`src/rtl/bv_shift_inv_solver.sv`:
```
// Sequential inverse solver for shift(x, s) == t over ashr/lshr/shl.
// Builds a candidate by undoing the shift, then re-applies the shift to confirm it.
module bv_shift_inv_solver #(
   parameter int unsigned W     = 8,
   parameter int unsigned CNT_W = 16
) (
   input  logic             clk,
   input  logic             rst_n,
   input  logic             in_valid,
   output logic             in_ready,
   input  logic [1:0]       in_mode,
   input  logic [W-1:0]     in_s,
   input  logic [W-1:0]     in_t,
   output logic             out_valid,
   input  logic             out_ready,
   output logic [W-1:0]     out_x,
   output logic             out_found,
   output logic             busy,
   output logic [CNT_W-1:0] solved_count
);

   localparam int unsigned CW = $clog2(W + 1);
   localparam logic [W:0]    W_VAL = (W + 1)'(W);
   localparam logic [CW-1:0] K_MAX = CW'(W);

   localparam logic [1:0] MODE_ASHR = 2'd0;
   localparam logic [1:0] MODE_LSHR = 2'd1;
   localparam logic [1:0] MODE_SHL  = 2'd2;
   localparam logic [1:0] MODE_RSVD = 2'd3;

   typedef enum logic [2:0] {StIdle, StFwd, StBack, StCmp, StDone} state_t;

   state_t           state_q, state_d;
   logic [1:0]       mode_q, mode_d;
   logic [W-1:0]     t_q, t_d;
   logic [W-1:0]     acc_q, acc_d;
   logic [W-1:0]     cand_q, cand_d;
   logic [CW-1:0]    cnt_q, cnt_d;
   logic [CW-1:0]    kb_q, kb_d;
   logic [W-1:0]     x_q, x_d;
   logic             found_q, found_d;
   logic [CNT_W-1:0] count_q, count_d;

   logic          s_ge_w;
   logic [CW-1:0] k, kf, kb;
   logic          hit;

   // Full-width compare so large s never aliases into a small shift count.
   assign s_ge_w = ({1'b0, in_s} >= W_VAL);
   assign k      = s_ge_w ? K_MAX : in_s[CW-1:0];
   assign kf     = ((in_mode == MODE_RSVD) || ((in_mode == MODE_ASHR) && s_ge_w)) ? '0 : k;
   assign kb     = (in_mode == MODE_RSVD) ? '0 : k;
   assign hit    = (acc_q == t_q) && (mode_q != MODE_RSVD);

   always_comb begin
      state_d = state_q;
      mode_d  = mode_q;
      t_d     = t_q;
      acc_d   = acc_q;
      cand_d  = cand_q;
      cnt_d   = cnt_q;
      kb_d    = kb_q;
      x_d     = x_q;
      found_d = found_q;
      count_d = count_q;
      unique case (state_q)
         StIdle: begin
            if (in_valid) begin
               mode_d  = in_mode;
               t_d     = in_t;
               acc_d   = in_t;
               cnt_d   = kf;
               kb_d    = kb;
               state_d = StFwd;
            end
         end
         StFwd: begin
            if (cnt_q == '0) begin
               cand_d  = acc_q;
               cnt_d   = kb_q;
               state_d = StBack;
            end else begin
               acc_d = (mode_q == MODE_SHL) ? (acc_q >> 1) : (acc_q << 1);
               cnt_d = cnt_q - CW'(1);
            end
         end
         StBack: begin
            if (cnt_q == '0) begin
               state_d = StCmp;
            end else begin
               case (mode_q)
                  MODE_ASHR: acc_d = {acc_q[W-1], acc_q[W-1:1]};
                  MODE_LSHR: acc_d = acc_q >> 1;
                  default:   acc_d = acc_q << 1;
               endcase
               cnt_d = cnt_q - CW'(1);
            end
         end
         StCmp: begin
            found_d = hit;
            x_d     = hit ? cand_q : '0;
            state_d = StDone;
         end
         StDone: begin
            if (out_ready) begin
               state_d = StIdle;
               if (found_q && (count_q != '1)) begin
                  count_d = count_q + CNT_W'(1);
               end
            end
         end
         default: state_d = StIdle;
      endcase
   end

   always_ff @(posedge clk or negedge rst_n) begin
      if (!rst_n) begin
         state_q <= StIdle;
         mode_q  <= '0;
         t_q     <= '0;
         acc_q   <= '0;
         cand_q  <= '0;
         cnt_q   <= '0;
         kb_q    <= '0;
         x_q     <= '0;
         found_q <= 1'b0;
         count_q <= '0;
      end else begin
         state_q <= state_d;
         mode_q  <= mode_d;
         t_q     <= t_d;
         acc_q   <= acc_d;
         cand_q  <= cand_d;
         cnt_q   <= cnt_d;
         kb_q    <= kb_d;
         x_q     <= x_d;
         found_q <= found_d;
         count_q <= count_d;
      end
   end

   assign in_ready     = (state_q == StIdle);
   assign busy         = (state_q != StIdle);
   assign out_valid    = (state_q == StDone);
   assign out_x        = x_q;
   assign out_found    = found_q;
   assign solved_count = count_q;

endmodule

```
`config.mk`:
```
export PLATFORM = sky130hd
export DESIGN_NAME = bv_shift_inv_solver
export DESIGN_NICKNAME = d
export VERILOG_FILES = /design/src/rtl/bv_shift_inv_solver.sv
export SDC_FILE = /design/constraint.sdc
export NUM_CORES = 1
export LEC_CHECK = 0
export BUFFER_PORTS_ARGS = -buffer_cell sky130_fd_sc_hd__clkbuf_2
export CORE_MARGIN = 4
export CORE_UTILIZATION = 40
export CTS_CLUSTER_SIZE = 20
export DETAILED_ROUTE_END_ITERATION = 12
export GPL_TIMING_DRIVEN = 1
export PLACE_DENSITY_LB_ADDON = 0.3
export RECOVER_POWER = 25
export SKIP_CTS_REPAIR_TIMING = 1
export SLEW_MARGIN = 0
export SYNTH_ARGS = -nofsm -noshare
export SYNTH_HDL_FRONTEND = slang
export SYNTH_SLANG_ARGS = --single-unit
```
`constraint.sdc`:
```
create_clock -name clk -period 6.2 [get_ports clk]
set_input_delay 1.86 -clock clk [delete_from_list [all_inputs] [get_ports clk]]
set_output_delay 1.86 -clock clk [all_outputs]
set_load 0.1 [all_outputs]
```
# Word-level counts from Yosys, hierarchy flattened
# Cells that the tools add are included.
# word_totals
out_inout_bits,28
register_bits,62
inputBits,22
# op_classes
n_lt_le_gt_ge,1
reduce_logical,17
n_eq_ne,17
muxes,19
add_sub_neg,2
# ops
op,count
$mux W8,5
$mux W4,6
$pmux W8 S3,1
$add A16 B1 Y16 const B,1
$ne A16 B16 Y1 const B,1
$pmux W8 S2,1
$pmux W3 S5,1
$ne A2 B2 Y1 const B,7
$mux W3,4
$pmux W4 S3,1
$eq A8 B8 Y1,1
$ge A8 B4 Y1 const B,1
$reduce_and A4 Y1,2
$eq A3 B2 Y1 const B,2
$reduce_and A3 Y1,2
$reduce_bool A3 Y1,2
$reduce_and A5 Y1,1
$eq A2 B2 Y1 const B,2
$logic_not A2 Y1,2
$logic_not A4 Y1,1
$reduce_and A2 Y1,2
$sub A4 B1 Y4 const B,1
$eq A3 B1 Y1 const B,1
$eq A3 B3 Y1 const B,1
5 further kinds,7

# Logic depth before layout (Yosys ltp)
# Gate-level depths: netlist of the first run.
# depth
depth_word,6
ltp_mapped,9

# Worst setup path before layout of the first run
# No wires, ideal clock.
# synth_timing
path_kind,reg2out
start,register state_q[0]
end,output in_ready
t_arrival_ns,1.990
setup_slack_ns,2.350
stages_incl_launch_ff,4
path_cell_list,dfrtp_1 -> buf_2 -> or3_2 -> inv_1
# synth_between
elab_chain_len,1
# synth_lines
item,line_no,source
start: declaration,33,"state_t state_q, state_d;"
start signal: assignment,118,state_q <= StIdle;
start signal: assignment,129,state_q <= state_d;
$logic_not A3 Y1,142,assign in_ready = (state_q == StIdle);
end: declaration,10,"output logic in_ready,"
# No other way between the ends.

# Worst setup path in the final report of the first run
# layout_timing
start,register state_q[0]
end,output out_valid
# layout_between
elab_chain_len,1
# layout_lines
item,line_no,source
$eq A3 B3 Y1,144,assign out_valid = (state_q == StDone);
end: declaration,14,"output logic out_valid,"
# No other way between the ends.

==> reports/results.ini, run 1 <==
[outcome]
status = completed

[worst_setup_path]
critPathRequiredTime_ps = 4340
r2r-end = out_x[0]
cp_top_family = simple AND/OR/NAND/NOR gates
worstSetupStartpointType = flop
crit_path_end = out_valid
cp_num_buf_inv = 2
reg2reg_depth = 4
rrSetupSlack_ps = 3470
slowest_delay_ps = 630
cp-startpoint = state_q[0]
cp-end-kind = primary output
worstPathMaxFanout = 21
path_depth = 3
cpMaxStageDelayCell = or3b_1
path_cells = or3b_1 > inv_1 > clkbuf_2
criticalPathCategory = reg -> out
crit_arrival_ps = 2140
r2r_start = state_q[0]

[finish]
diodes = 0
layout_common_cells = 62 x dfrtp_1, 48 x nand2_1, 47 x clkbuf_2
final-instance-count-excl-fill = 468
syn2layout_area_growth_pct = 16.04
drive_above_1_share = 0.2404
final_common_cell = dfrtp_1
nNetsFinal = 387

[detailed_routing]
wl_per_cell_um = 15.35
viasPerCell = 5.532
antenna_left = 0
wl_met1_um = 3352
num_vias = 2589
drt-pass1-iter-count = 4
drc = 0
met3_length_um = 359
met2WireLength_um = 3415
wirelength_um = 7182
highest_layer = met4
drtIter0Drc = 122

[synth]
yosysWarnings = 0
synth_top_area_frac = 0.4838
syn_area_sq_mm = 0.003207
synth_cell_type_count = 56
synth_area_leaders = dfrtp_1 48%, nand2_1 5.6%, mux2_2 4.9%, xnor2_1 4.6%, nand3_1 3.0%
ys.flop_type = dfrtp_1
syn_nets = 342
synth-async-reset-ratio = 1.000
syn_area_per_cell_sq_um = 10.12
netlist.top_cell.by_area = dfrtp_1
synth-seq-cells = 62
ys_seq_area_frac = 0.4838
syn_inst = 317
synth_enable_flop_cells = 0

[sta]
skew_ps = 11.92
min_period_over_period = 0.6453
slew_violations = 0
fin_crit_ps = 4001
rsz0062_at_grt = no
finalHoldViolations = 0
setup_viol = 0
fin_setup_tns_ps = 0
worst_pin_slew_ps = 1127
max_freq_ghz = 0.2500
relSlewSlack = 0.2469
holdWs_ps = 484.3

[clock_tree]
clk_pin_slew_ps = 70
cts_root_buffer = clkbuf_8
cts_tree = yes
clk_latency_ps = 340
cts.sinks = 62
cts_made_buffers = 9
htree_levels = 3
clockBufferDepth = 2

[die]
initial_core_util = 0.4129
die-width_um = 97.54
core_area_sq_mm = 0.007767
dieArea_sq_mm = 0.009514
fp.dieH_um = 97.54
rows = 32
io_pins = 50

[pwr]
power_density_mw_per_mm2 = 455.6
p_leak_uw = 0.001679
vdd_drop_max_mv = 0.1857

[run]
maxCapViolations = 0

[place]
place.gp.congestion = 0.8991
io_buffers = 49
hpwl_um = 5120
dpl.cell_count = 453

[grt]
antenna_found_initial = 0
gr-total-overflow = 0
grt_max_degree = 63
grt_usage = 0.1602
first_global_vias = 2523
grt_pass1_wl_um = 12410

[hold_path]
hold_start = kb_q[2]
hp-class = reg -> reg

[worst min-delay path by stage]
stage	endpoint	slack, ps	cells after the start
floorplan	kb_q[1]	430	2
global placement	kb_q[0]	460	2
detailed placement	kb_q[2]	470	2
CTS	kb_q[2]	480	2
global route	out_x[1]	500	1
finish	kb_q[2]	480	2
[kinds of logic (layout without fill, tap and decap cells)]
logic type	Yosys count	in the layout	share of synthesized area
buffers and inverters	25	74	0.03473
XOR/XNOR	23	23	0.06282
adder cells (fa/ha/maj)	3	3	0.01171
AO/OA/AOI/OAI	63	63	0.1428
multiplexers	16	16	0.05540
flip-flops	62	62	0.4838
AND/OR/NAND/NOR	125	125	0.2087
[routing by layer]
layer / track usage / up-vias
li1: - / 1251
met1: 0.2192 / 1264
met2: 0.2425 / 70
met3: 0.05025 / 4
met4: 0.05005 / 0
met5: 0 / -
[Yosys cell counts, drive strengths merged, types with 2 or more instances]
master	instances
a211oi	4
a21oi	2
a22o	10
a22oi	6
a31o	2
a31oi	7
a32oi	2
and3	4
buf	4
clkbuf	13
dfrtp	62
ha	3
inv	8
mux2	14
mux2i	2
nand2	48
nand2b	2
nand3	19
nand3b	2
nand4	5
nor2	7
nor2b	3
nor3	10
nor3b	2
nor4	7
nor4b	2
o211ai	4
o21ai	14
o22ai	2
or3	3
or3b	4
or4	2
xnor2	17
xor2	6
[area by class of cell]
type | count | area, sq um
repair buffers | 51 | 257.7
fillers | 742 | 4046
well taps | 102 | 127.6
multi-input cells | 230 | 1550
clock buffers | 11 | 131.4
inverters | 8 | 30.03
clock inverters | 4 | 72.57
flip-flops and latches | 62 | 1551
[flip-flops by register name (all words and copies together), names as in the netlist]
name	count
cand_q	8
acc_q	8
cnt_q	4
state_q	3
t_q	8
mode_q	2
kb_q	4
out_found	1
solved_count	16
out_x	8
[power by group]
group	switching, uW	internal [uW]	leakage, uW
Sequential	136	519	0.000798
Combinational	385	278	0.000782
Clock	154	224	0.0000994
[worst reg2reg max path, delay by kind of cell (launching register included)]
family	cells	cell delay (ps)
AND/OR/NAND/NOR	2	1150
flip-flops	1	740
AO/OA/AOI/OAI	2	770
[through the flow]
step	area (sq um)	total power, uW	utilization	worst slack [ps]
3_3_place_gp	3520	1309	0.4531	2302
2_1_floorplan	3207	1180	-	2350
5_1_grt	3721	1825	0.4791	2060
6_report	3721	1695	0.4791	2199
3_5_place_dp	3520	1320	0.4531	2261
4_1_cts	3724	1704	0.4794	2173
No activity file was read; power rests on OpenSTA's default activity.
==> run 2, diff against run 1 <==
--- a/config.mk
+++ b/config.mk
@@ -5,6 +5,7 @@
 export SDC_FILE = /design/constraint.sdc
 export NUM_CORES = 1
 export LEC_CHECK = 0
+export ABC_AREA = 1
 export BUFFER_PORTS_ARGS = -buffer_cell sky130_fd_sc_hd__clkbuf_2
 export CORE_MARGIN = 4
 export CORE_UTILIZATION = 40
==> constraint.sdc (replaced) <==
create_clock -name clk -period 3.9 [get_ports clk]
set_input_delay 1.17 -clock clk [delete_from_list [all_inputs] [get_ports clk]]
set_output_delay 1.17 -clock clk [all_outputs]
set_load 0.1 [all_outputs]
==> run 2 against run 1 <==
  * Register-to-register slack worse by 1700 ps
  * Final cell count is 38% higher
  * Sequential power is 48% higher
==> reports/results.ini, run 2 <==
[finish]
nNetsFinal = 559  ; +44%
nFillCells = 825  ; +11%
diodes = 0  ; unchanged
final_common_cell = nand2_1
drive_above_1_share = 0.1874  ; -0.05305
syn2layout_area_growth_pct = 15.44
multiInputGateArea_sq_mm = 0.001703  ; +9.8%
largest_reg_flops = 16  ; unchanged
final-instance-count-excl-fill = 644  ; +38%
layout_common_cells = 223 x nand2_1, 62 x dfrtp_1, 48 x clkbuf_2
post-route-cell-area_sq_mm = 0.004031  ; +8.3%
seqCellArea_sq_mm = 0.001551  ; unchanged

[sta]
finalHoldViolations = 0  ; unchanged
max_freq_ghz = 0.3424
skew_ps = 6.989  ; -4.935 ps
fin_crit_ps = 2921
relSlewSlack = 0.1517  ; -0.09517
fin_setup_tns_ps = 0  ; unchanged
finalWorstSetupSlack_ps = 979.1  ; -1220 ps
min_period_over_period = 0.7490
setup_viol = 0  ; unchanged
worst_pin_slew_ps = 1272  ; +145.7 ps
rsz0062_at_grt = no
slew_violations = 0  ; unchanged

[worst_setup_path]
worstPathMaxFanout = 11  ; -48%
critPathRequiredTime_ps = 2730  ; -1610 ps
worstSetupStartpointType = flop
criticalPathCategory = reg -> out
cp-end-kind = primary output
rrSetupSlack_ps = 1750  ; -1720 ps
crit_arrival_ps = 1750  ; -390 ps

[synth]
syn_area_sq_mm = 0.003492  ; +8.9%
synth-seq-cells = 62  ; unchanged
synthTopCellsByCount = 223 x nand2_1, 62 x dfrtp_1, 43 x nand3_1
synth_most_common_cell = nand2_1
synth-adder-area-share = 0.01075  ; -0.0009562
syn_inst = 480  ; +51%
synth_enable_flop_cells = 0  ; unchanged
syn_area_per_cell_sq_um = 7.275  ; -28%
netlist.top_cell.by_area = dfrtp_1
synth_top_area_frac = 0.4443  ; -0.03952
synth_compound_area_frac = 0.03726  ; -0.1055
synth_top_family_by_area = simple AND/OR/NAND/NOR gates
ys.flop_type = dfrtp_1
synth-async-reset-ratio = 1.000  ; unchanged
synth_mux_area_frac = 0  ; -0.05540
ys_seq_area_frac = 0.4443  ; -0.03952
synth_area_leaders = dfrtp_1 44%, nand2_1 24%, nand3_1 6.2%, inv_1 4.3%, nor2_1 3.1%
yosys.area_share.xor_xnor = 0.03511  ; -0.02770
syn_nets = 505  ; +48%
yosysWarnings = 0  ; unchanged
synth_cell_type_count = 27  ; -52%
synthSimpleGateAreaFrac = 0.4059  ; +0.1972

[pwr]
p_switching_uw = 1227  ; +82%
seqPwrFrac = 0.353  ; -0.033
combPwrFrac = 0.415  ; +0.024
power_density_mw_per_mm2 = 679.9  ; +49%
power_frac_clock = 0.232  ; +0.009
total_power_uw = 2741  ; +62%
p_int_uw = 1514  ; +48%
vdd_drop_max_mv = 0.7385  ; +300%
switching_share = 0.4477  ; +0.04993
p_leak_uw = 0.002207  ; +31%

[die]
dieArea_sq_mm = 0.01029  ; +8.1%
fp.dieH_um = 101.4  ; +4.0%
rows = 33  ; +3.1%
core_area_sq_mm = 0.008341  ; +7.4%
io_pins = 50  ; unchanged
initial_core_util = 0.4187  ; +0.005837
die-width_um = 101.4  ; +4.0%

[hold_path]
hp-class = reg -> reg

[grt]
grt_pass1_wl_um = 13630  ; +9.9%
first_global_vias = 2980  ; +18%
grt_max_degree = 26  ; -59%
antenna_found_initial = 0  ; unchanged
grt_usage = 0.1672  ; +0.006960
gr-total-overflow = 0  ; unchanged

[place]
hpwl_um = 5725  ; +12%
dpl.cell_count = 628  ; +39%
io_buffers = 49  ; unchanged
placed_cell_area_sq_mm = 0.003824  ; +8.6%
place.gp.congestion = 0.7955  ; -12%
dpl_worst_slack_ps = 1331  ; -930.2 ps

[clock_tree]
htree_levels = 3  ; unchanged
cts_root_buffer = clkbuf_8
cts_made_buffers = 9  ; unchanged
cts_tree = yes
cts.sinks = 62  ; unchanged
clk_pin_slew_ps = 70  ; about the same
clockBufferDepth = 2  ; unchanged
clk_latency_ps = 340  ; about the same

[detailed_routing]
drc = 0  ; unchanged
num_vias = 3019  ; +17%
wirelength_um = 7769  ; +8.2%
drtIter0Drc = 116  ; -4.9%
viasPerCell = 4.688  ; -15%
wl_per_cell_um = 12.06  ; -21%
antenna_left = 0  ; unchanged
drt-pass1-iter-count = 4  ; unchanged

[outcome]
status = completed

[run]
maxCapViolations = 0  ; unchanged

## run 2: power by group through the flow
stage | combinational, uW | clock (uW) | sequential (uW)
finish | 1140 | 636 | 967
global route | 1310 | 686 | 987
CTS | 1150 | 650 | 963
detailed placement | 1140 | 0 | 975
global placement | 1130 | 0 | 966
floorplan | 926 | 0 | 968
## run 2: cells by family after synthesis
group	count (synthesis)
buffers and inverters	53
AND/OR/NAND/NOR	328
AO/OA/AOI/OAI	20
flip-flops	62
XOR/XNOR	14
adder cells (fa/ha/maj)	3
## run 2: final cells by class
class	count	share of cell area
clock buffer	10	0.03414
clock inverter	6	0.02079
inverter	44	0.04097
multi-input combinational	365	0.4224
sequential	62	0.3849
tap	105	0.03259
timing repair buffer	52	0.06425
## run 2: final timing paths
path / end / cells after the start / from
max in group asynchronous: kb_q[1] / 2 / rst_n
min reg2reg: cand_q[7] / 2 / cand_q[7]
min in group asynchronous: solved_count[13] / 1 / rst_n
max: out_valid / 4 / state_q[1]
max reg2reg: kb_q[3] / 7 / state_q[0]
min: cand_q[7] / 2 / cand_q[7]
## run 2: routing by layer
layer / global-route usage / vias up / routed length (um) / part of all wire
met3: 0.04132 / 8 / 434 / 0.056
met1: 0.2354 / 1341 / 3829 / 0.49
met4: 0.06033 / 0 / 119 / 0.015
met5: 0 / - / 0 / 0
met2: 0.2500 / 75 / 3386 / 0.44
li1: - / 1595 / - / -
## run 2: through the flow
stage                     hold slack (ps)    util
final                               481.5  0.4833
after global routing                502.5  0.4833
after detailed placement            462.3  0.4584
after floorplan                     442.5       -
after global placement              458.1  0.4584
after CTS                           477.7  0.4850
## run 2: worst max-delay path, stage by stage, from the launching register on
cell,delay (ps)
dfrtp_1,510
inv_1,200
nand2_2,100
nor2_4,130
clkbuf_2,480
==> run 3, diff against run 2 <==
--- a/config.mk
+++ b/config.mk
@@ -5,7 +5,7 @@
 export SDC_FILE = /design/constraint.sdc
 export NUM_CORES = 1
 export LEC_CHECK = 0
-export ABC_AREA = 1
+export ABC_AREA = 0
 export BUFFER_PORTS_ARGS = -buffer_cell sky130_fd_sc_hd__clkbuf_2
 export CORE_MARGIN = 4
 export CORE_UTILIZATION = 40
==> constraint.sdc (replaced) <==
create_clock -name clk -period 2.9 [get_ports clk]
set_input_delay 0.87 -clock clk [delete_from_list [all_inputs] [get_ports clk]]
set_output_delay 0.87 -clock clk [all_outputs]
set_load 0.1 [all_outputs]
==> run 3 against run 2 <==
  * The flow now finishes with violations (max-capacitance violations, max-slew violations)
  * Sequential share of layout area grew 2.4 points
  * First-iteration DRC count grew 13%
  * Wire length shrank 7.2%
  * Combinational power grew 34%
  * Critical path depth shrank 2
  * Via count shrank 14%
  * Critical path type unchanged
==> reports/results.ini, run 3 (synthesis results as in run 1) <==
[outcome]
status = complete, but fails checks
violations = max-capacitance violations, max-slew violations

[worst_setup_path]
critPathRequiredTime_ps = 2030  ; -700 ps
cp_num_buf_inv = 1  ; -1
r2r-end = acc_q[6]
slowest_delay_ps = 570  ; +60 ps
r2r_start = cnt_q[0]
cp-end-kind = primary output
worstPathMaxFanout = 12  ; +1
path_cells = or3_2 > clkbuf_2
cp_top_family = simple AND/OR/NAND/NOR gates
cpMaxStageDelayCell = or3_2
worstSetupStartpointType = flop
crit_arrival_ps = 1810  ; +60 ps
rrSetupSlack_ps = 620  ; -1130 ps
criticalPathCategory = reg -> out
reg2reg_depth = 6  ; -1

[sta]
rsz0062_at_grt = no
holdWs_ps = 479.0  ; -2.476 ps
finalHoldViolations = 0  ; unchanged
worst_pin_slew_ps = 1551  ; +278.5 ps
finalWorstSetupSlack_ps = 221.5  ; -757.5 ps
setup_viol = 0  ; unchanged
relSlewSlack = -0.03397  ; -0.1857
fin_setup_tns_ps = 0  ; unchanged
slew_violations = 63  ; +63
max_freq_ghz = 0.3733
skew_ps = 6.821  ; -0.1675 ps
min_period_over_period = 0.9236
fin_crit_ps = 2678

[grt]
first_global_vias = 2476  ; -17%
grt_pass1_wl_um = 12020  ; -12%
antenna_found_initial = 0  ; unchanged
grt_max_degree = 63  ; +140%
gr-total-overflow = 0  ; unchanged
grt_usage = 0.1547  ; -0.01244

[hold_path]
hold_start = kb_q[1]
hp-class = reg -> reg
holdPathStages = 2  ; unchanged
min_to = kb_q[1]

[finish]
final-instance-count-excl-fill = 475  ; -26%
diodes = 0  ; unchanged
syn2layout_area_growth_pct = 18.34
largest_reg_flops = 16  ; unchanged
postLayoutCoreUtil = 0.4886  ; +0.005215
nFillCells = 759  ; -8.0%
final_common_cell = dfrtp_1
layout_common_cells = 62 x dfrtp_1, 48 x nand2_1, 48 x clkbuf_2
nNetsFinal = 394  ; -30%
drive_above_1_share = 0.2654  ; +0.07803

[detailed_routing]
wirelength_um = 7212  ; -7.2%
num_vias = 2594  ; -14%
wl_per_cell_um = 15.18  ; +26%
viasPerCell = 5.461  ; +16%
drt-pass1-iter-count = 4  ; unchanged
drtIter0Drc = 131  ; +13%
drc = 0  ; unchanged
antenna_left = 0  ; unchanged

[clock_tree]
htree_levels = 3  ; unchanged
cts.sinks = 62  ; unchanged
clockBufferDepth = 2  ; unchanged
cts_made_buffers = 9  ; unchanged
clk_latency_ps = 340  ; about the same
clk_pin_slew_ps = 60  ; about the same
cts_root_buffer = clkbuf_8
cts_tree = yes

[die]
core_area_sq_mm = 0.007767  ; -6.9%
dieArea_sq_mm = 0.009514  ; -7.5%
io_pins = 50  ; unchanged
fp.dieH_um = 97.54  ; -3.8%
die-width_um = 97.54  ; -3.8%
rows = 32  ; -3.0%
initial_core_util = 0.4129  ; -0.005837

[place]
dpl.cell_count = 460  ; -27%
io_buffers = 49  ; unchanged
place.gp.congestion = 0.8699  ; +9.4%
hpwl_um = 5190  ; -9.3%
dpl_worst_slack_ps = 308.0  ; -1023 ps

[pwr]
vdd_drop_max_mv = 0.5204  ; -30%
power_density_mw_per_mm2 = 969.1  ; +43%
p_leak_uw = 0.001730  ; -22%

[run]
maxCapViolations = 1  ; +1

==> run 3: changes by cell type in the layout (fill, tap and decap cells not counted), sizes merged, moves of 8 or more <==
cell and delta:
nor3 +8, buf +9, xnor2 +8, nor2 -32
mux2 +14, nand3 -28, a22o +10, inv -37
nand2 -187
==> run 3: worst register-to-register path: cells and delay by family (launching register included) <==
family        cells  cell delay, ps
fa+ha+maj         1             170
buf+inv           1             160
flops             1             390
mux               1             300
simple gates      3            1150
==> run 3: per-stage QoR <==
stage | total power [uW] | instance area, sq um
after detailed placement | 2893 | 3590
after global placement | 2869 | 3590
after floorplan | 2523 | 3207
after global routing | 3940 | 3795
final | 3678 | 3795
after CTS | 3700 | 3797
==> run 3: cell type report <==
type	instances	area, sq um	area share
well taps	102	127.6	0.03363
clock buffers	12	165.2	0.04352
inverters	8	30.03	0.007913
clock inverters	3	42.54	0.01121
multi-input cells	230	1550	0.4085
flip-flops and latches	62	1551	0.4088
repair buffers	58	327.8	0.08638
==> run 3: how the worst max path moves through the flow <==
stage | from | end | slack, ps | cells past startpoint
2_1_floorplan | state_q[0] | in_ready | 40 | 3
3_5_place_dp | in_s[6] | cnt_q[1] | 310 | 5
5_1_grt | state_q[0] | out_valid | 180 | 3
4_1_cts | state_q[0] | busy | 210 | 2
3_3_place_gp | in_s[6] | cnt_q[1] | 350 | 5
6_report | state_q[0] | busy | 220 | 2
==> run 3: routing by layer <==
layer  vias up  global-route usage  wire length [um]
met5         -                   0                 0
met4         0             0.04686                62
met3         7             0.04882               415
met2        71              0.2446              3417
met1      1251              0.2033              3316
li1       1265                   -                 -
==> run 3: power by group <==
group          internal [uW]  switching [uW]
clock network            461             335
registers               1110             238
logic                    648             884
total                   2220            1460
